<file path="src/rtl/pwm_fade_controller.sv">
// rtl/pwm_fade_controller.sv - duty-cycle fade ramp with prescaled updates, abort and enable gating
module pwm_fade_controller #(
    parameter int               WIDTH      = 8,
    parameter logic [WIDTH-1:0] RESET_DUTY = '0
) (
    input  logic             clk,
    input  logic             rst,
    input  logic             cfg_valid,
    output logic             cfg_ready,
    input  logic [WIDTH-1:0] cfg_target,
    input  logic [WIDTH-1:0] cfg_step,
    input  logic [WIDTH-1:0] cfg_period,
    input  logic             enable,
    input  logic             abort,
    output logic [WIDTH-1:0] duty_out,
    output logic             busy,
    output logic             done
);

    typedef enum logic [1:0] {IDLE, RAMP, DONE} state_t;

    localparam logic [WIDTH-1:0] ONE = WIDTH'(1);

    state_t           state_q;
    logic [WIDTH-1:0] duty_q;
    logic [WIDTH-1:0] target_q;
    logic [WIDTH-1:0] step_q;
    logic [WIDTH-1:0] period_q;
    logic [WIDTH-1:0] cnt_q;
    logic             ready_q;
    logic             busy_q;
    logic             done_q;

    logic [WIDTH:0]   sum_d;
    logic [WIDTH:0]   diff_d;
    logic [WIDTH-1:0] upd_d;

    // One extra bit on both sides so the clamp sees overflow/underflow instead of a wrap.
    always_comb begin
        sum_d  = {1'b0, duty_q} + {1'b0, step_q};
        diff_d = {1'b0, duty_q} - {1'b0, step_q};
        upd_d  = duty_q;
        if (target_q > duty_q) begin
            upd_d = (sum_d >= {1'b0, target_q}) ? target_q : sum_d[WIDTH-1:0];
        end else begin
            upd_d = (diff_d[WIDTH] || (diff_d[WIDTH-1:0] <= target_q)) ? target_q : diff_d[WIDTH-1:0];
        end
    end

    always_ff @(posedge clk) begin
        if (rst) begin
            state_q  <= IDLE;
            duty_q   <= RESET_DUTY;
            target_q <= '0;
            step_q   <= '0;
            period_q <= '0;
            cnt_q    <= '0;
            ready_q  <= 1'b1;
            busy_q   <= 1'b0;
            done_q   <= 1'b0;
        end else begin
            case (state_q)
                IDLE: begin
                    if (cfg_valid) begin
                        target_q <= cfg_target;
                        step_q   <= (cfg_step == '0) ? ONE : cfg_step;
                        period_q <= cfg_period;
                        cnt_q    <= cfg_period;
                        ready_q  <= 1'b0;
                        if (cfg_target == duty_q) begin
                            state_q <= DONE;
                            done_q  <= 1'b1;
                        end else begin
                            state_q <= RAMP;
                            busy_q  <= 1'b1;
                        end
                    end
                end
                RAMP: begin
                    if (abort) begin
                        state_q <= IDLE;
                        ready_q <= 1'b1;
                        busy_q  <= 1'b0;
                    end else if (enable) begin
                        if (cnt_q != '0) begin
                            cnt_q <= cnt_q - ONE;
                        end else begin
                            duty_q <= upd_d;
                            cnt_q  <= period_q;
                            if (upd_d == target_q) begin
                                state_q <= DONE;
                                busy_q  <= 1'b0;
                                done_q  <= 1'b1;
                            end
                        end
                    end
                end
                DONE: begin
                    state_q <= IDLE;
                    done_q  <= 1'b0;
                    ready_q <= 1'b1;
                end
                default: begin
                    state_q <= IDLE;
                    ready_q <= 1'b1;
                    busy_q  <= 1'b0;
                    done_q  <= 1'b0;
                end
            endcase
        end
    end

    assign cfg_ready = ready_q;
    assign busy      = busy_q;
    assign done      = done_q;
    assign duty_out  = duty_q;

endmodule

</file>
<file path="config.mk">
export PLATFORM = sky130hd
export DESIGN_NAME = pwm_fade_controller
export DESIGN_NICKNAME = d
export VERILOG_FILES = /design/src/rtl/pwm_fade_controller.sv
export SDC_FILE = /design/constraint.sdc
export NUM_CORES = 1
export LEC_CHECK = 0
export CAP_MARGIN = 20
export CELL_PAD_IN_SITES_DETAIL_PLACEMENT = 1
export CELL_PAD_IN_SITES_GLOBAL_PLACEMENT = 1
export CORE_UTILIZATION = 39
export CTS_CLUSTER_DIAMETER = 120
export DETAILED_ROUTE_END_ITERATION = 10
export GPL_TIMING_DRIVEN = 0
export PLACE_DENSITY = 0.75
export RECOVER_POWER = 25
export SETUP_SLACK_MARGIN = 0.3
export SLEW_MARGIN = 30
export SYNTH_ARGS = -nofsm -noshare
export SYNTH_HDL_FRONTEND = slang
export SYNTH_SLANG_ARGS = --single-unit
</file>
<file path="constraint.sdc">
create_clock -name clk -period 3.37 [get_ports clk]
set_input_delay 0.337 -clock clk [delete_from_list [all_inputs] [get_ports clk]]
set_output_delay 0.337 -clock clk [all_outputs]
set_load 0.01 [all_outputs]
</file>
==> flow_summary.yaml <==
final_layout:
  final_util_pct: 54.72
  multi_input_area_um2: 2925
  area_growth_pct: 35.79
  final_cell_count_no_fill: 688
  mostFrequentLayoutCell: "nand2_1"
  num-nets-final: 631
  final_cell_mix: "nand2_1 (65), a21oi_1 (50), inv_1 (37), ha_1 (35), dfxtp_1 (35)"
  diodes: 0
  fillers: 1135
  drive_gt1_share_pct: 22.54
  seqCellArea_um2: 930.9
floorplan:
  core_area_um2: 9284
  rows: 35
  initial_core_util_pct: 40.30
  die_h_um: 99.94
  pin_count: 40
  die_w_um: 99.94
  floorplan.die_area_um2: 9988
sta:
  rsz0062_at_grt: "yes"
  finalCritPeriodShare_pct: 113.3
  fin_crit_ns: 3.819
  fmax_mhz: 261.8
  finalWorstSetupSlack_ns: -0.4491
  finalSetupTns_ns: -3.956
  clock_skew_ns: 0.01341
  finalSetupViolCount: 12
  drv_slew: 0
  worst_pin_slew_ns: 0.6037
  hold_violations: 0
  max-slew-margin-rel_pct: 59.75
placed_design:
  port_buffers: 38
  placedCellCount: 646
  gp_congestion: 0.8597
  dp_hpwl_mm: 9.400
route:
  vias: 3802
  ant_nets: 0
  wire_per_inst_um: 18.55
  wl_mm: 12.76
  drt_iter0_markers: 114
  viasPerCell: 5.526
  dr.pass1.iters: 4
  drc: 0
outcome:
  status: "finished, violations left"
  violations: "negative setup slack"
yosys:
  synth_nets: 552
  synth_seq_cells: 45
  ys_warn_count: 0
  synth_cell_type_count: 65
  synthArstFlopShare_pct: 0
  synth_edf_count: 0
  seq_area_frac_synth_pct: 24.08
  synthFlopType: "dfxtp_1"
  postSynthAreaPerCell_um2: 7.810
  netlist_area_um2: 3741
  syn_inst: 479
grt:
  grt_pass1_vias: 3870
  grtUsageTotal_pct: 25.04
  grt-ovfl-total: 0
  antenna_found_initial: 0
  grt_max_degree: 15
  grt_pass1_wl_mm: 19.49
critical_path:
  critPathTopFamily: "compound AO/OA/AOI/OAI gates"
  crit_fanout: 3
  critPathSlowestCell: "o41ai_4"
  path_buf_inv: 1
  cpMostUsedCell: "and4_4"
  crit_chain: "buf_6 -> ha_4 -> fa_2 -> nand2b_4 -> a22oi_2 -> a21oi_2 -> o21bai_2 -> xnor2_2 -> ha_1 -> and4_4 -> a211oi_2 -> o2111ai_2 -> o311a_1 -> o41ai_4 -> and4_4 -> o41ai_2"
  critPathLaunchType: "flop"
  worst_path_largest_cell_delay_ns: 0.49
  cp.arrival_ns: 4.00
  critPathCaptureType: "flop"
  worstPathRequired_ns: 3.55
  critical_path_class: "flop to flop"
power_and_ir_drop:
  ir_drop_mv: 0.3161
  p_leak_nw: 2.009
  p_per_area_nw_per_um2: 386.6
job:
  cap_violations: 0
clocking:
  clockBufferDepth: 2
  clkTransAtPathRegs_ns: 0.10
  numCtsBuffers: 5
  htreeDepth: 2
  cts_sinks: 45
  worstSkewPairLatency_ns: 0.30
  root_buffer: "clkbuf_8"
  cts_tree: "done"
hold_path:
  hp-class: "primary input to flop"
-- logic make-up after synthesis --
family	after synthesis	share of synthesized area (%)
muxes	2	0.5686
DFF	45	24.08
adders and majority gates	44	15.12
buffers and inverters	67	7.290
xor gates and xnor gates	38	9.967
and+or+nand+nor	160	20.90
AOI/OAI and AO/OA	123	22.07
-- stage by stage --
stage	setup WS (ns)	total power [mW]	hold WS, ns	instance area, um^2
CTS	-0.4065	1.873	0.4617	4775
global placement	-0.5861	1.335	0.4474	4423
floorplan	0.05927	1.145	0.4329	3881
detailed placement	-0.6425	1.362	0.4590	4423
finish	-0.4491	1.964	0.4661	5080
global route	-0.6086	2.074	0.4835	5080
-- cells in the mapped netlist, types with 3 or more instances --
cell type	count	area, um^2
a211oi_1	3	22.52
a21o_1	3	22.52
a21oi_1	56	280.3
buf_2	4	20.02
clkbuf_1	15	56.30
dfxtp_1	45	900.9
ha_1	42	525.5
inv_1	43	161.4
nand2_1	65	244.0
nand2b_1	13	81.33
nand4_1	6	37.54
nor2_1	34	127.6
nor2b_1	8	50.05
nor3_1	8	40.04
nor4_1	5	31.28
o2111ai_1	4	35.03
o211ai_1	6	45.04
o21a_1	5	37.54
o21ai_0	13	65.06
o221ai_1	7	61.31
o22ai_1	3	18.77
or4_1	3	22.52
xnor2_1	29	254.0
xor2_1	6	52.55
-- worst register-to-register path, delay by kind of cell (launching register included) --
| family | cells | cell delay (ns) |
|---|---|---|
| AO/OA/AOI/OAI | 8 | 1.65 |
| XOR/XNOR | 1 | 0.16 |
| buffers and inverters | 1 | 0.12 |
| flip-flops | 1 | 0.37 |
| adder cells (fa/ha/maj) | 3 | 0.84 |
| AND/OR/NAND/NOR | 3 | 0.55 |
-- worst paths after layout --
kind	startpoint	depth (start not counted)	slack, ns	endpoint
max	duty_out[0]	16	-0.45	busy
min	rst	2	0.47	state_q[0]
max reg2reg	duty_out[0]	16	-0.45	busy
min reg2reg	period_q[5]	2	0.47	period_q[5]
-- flip-flops by register name, summed over array words and instances (netlist names) --
name       flops
cnt_q          8
duty_out       8
period_q       8
step_q         8
target_q       8
state_q        2
busy           1
cfg_ready      1
done           1
-- power by group --
part | switching (mW) | leakage, nW | internal (mW)
clock | 0.193 | 0.0552 | 0.220
sequential | 0.0434 | 0.376 | 0.564
combinational | 0.499 | 1.58 | 0.445
-- final cells by class --
cell class	instances	share of cell area, %
inverters	44	3.251
flip-flops and latches	45	18.33
repair buffers	72	12.73
clock buffers	6	1.429
clock inverters	2	0.6897
plain buffers	23	2.808
multi-input cells	367	57.59
well taps	129	3.177
-- per-layer routing --
| metal | wire, um | GRT usage (%) | up-vias | part of all wire, % |
|---|---|---|---|---|
| li1 | - | - | 1830 | - |
| met1 | 5265 | 29.17 | 1860 | 41 |
| met2 | 6702 | 47.16 | 82 | 53 |
| met3 | 349 | 2.019 | 30 | 2.7 |
| met4 | 442 | 9.955 | 0 | 3.5 |
| met5 | 0 | 0 | - | 0 |
-- what timing repair did --
action	in CTS	in global routing
endpoints found under the setup margin	12	12
pin swaps	21	23
hold buffers	0	0
resized for setup	28	36
setup buffers	16	18
Note: power is estimated with default switching activity, not from simulation.
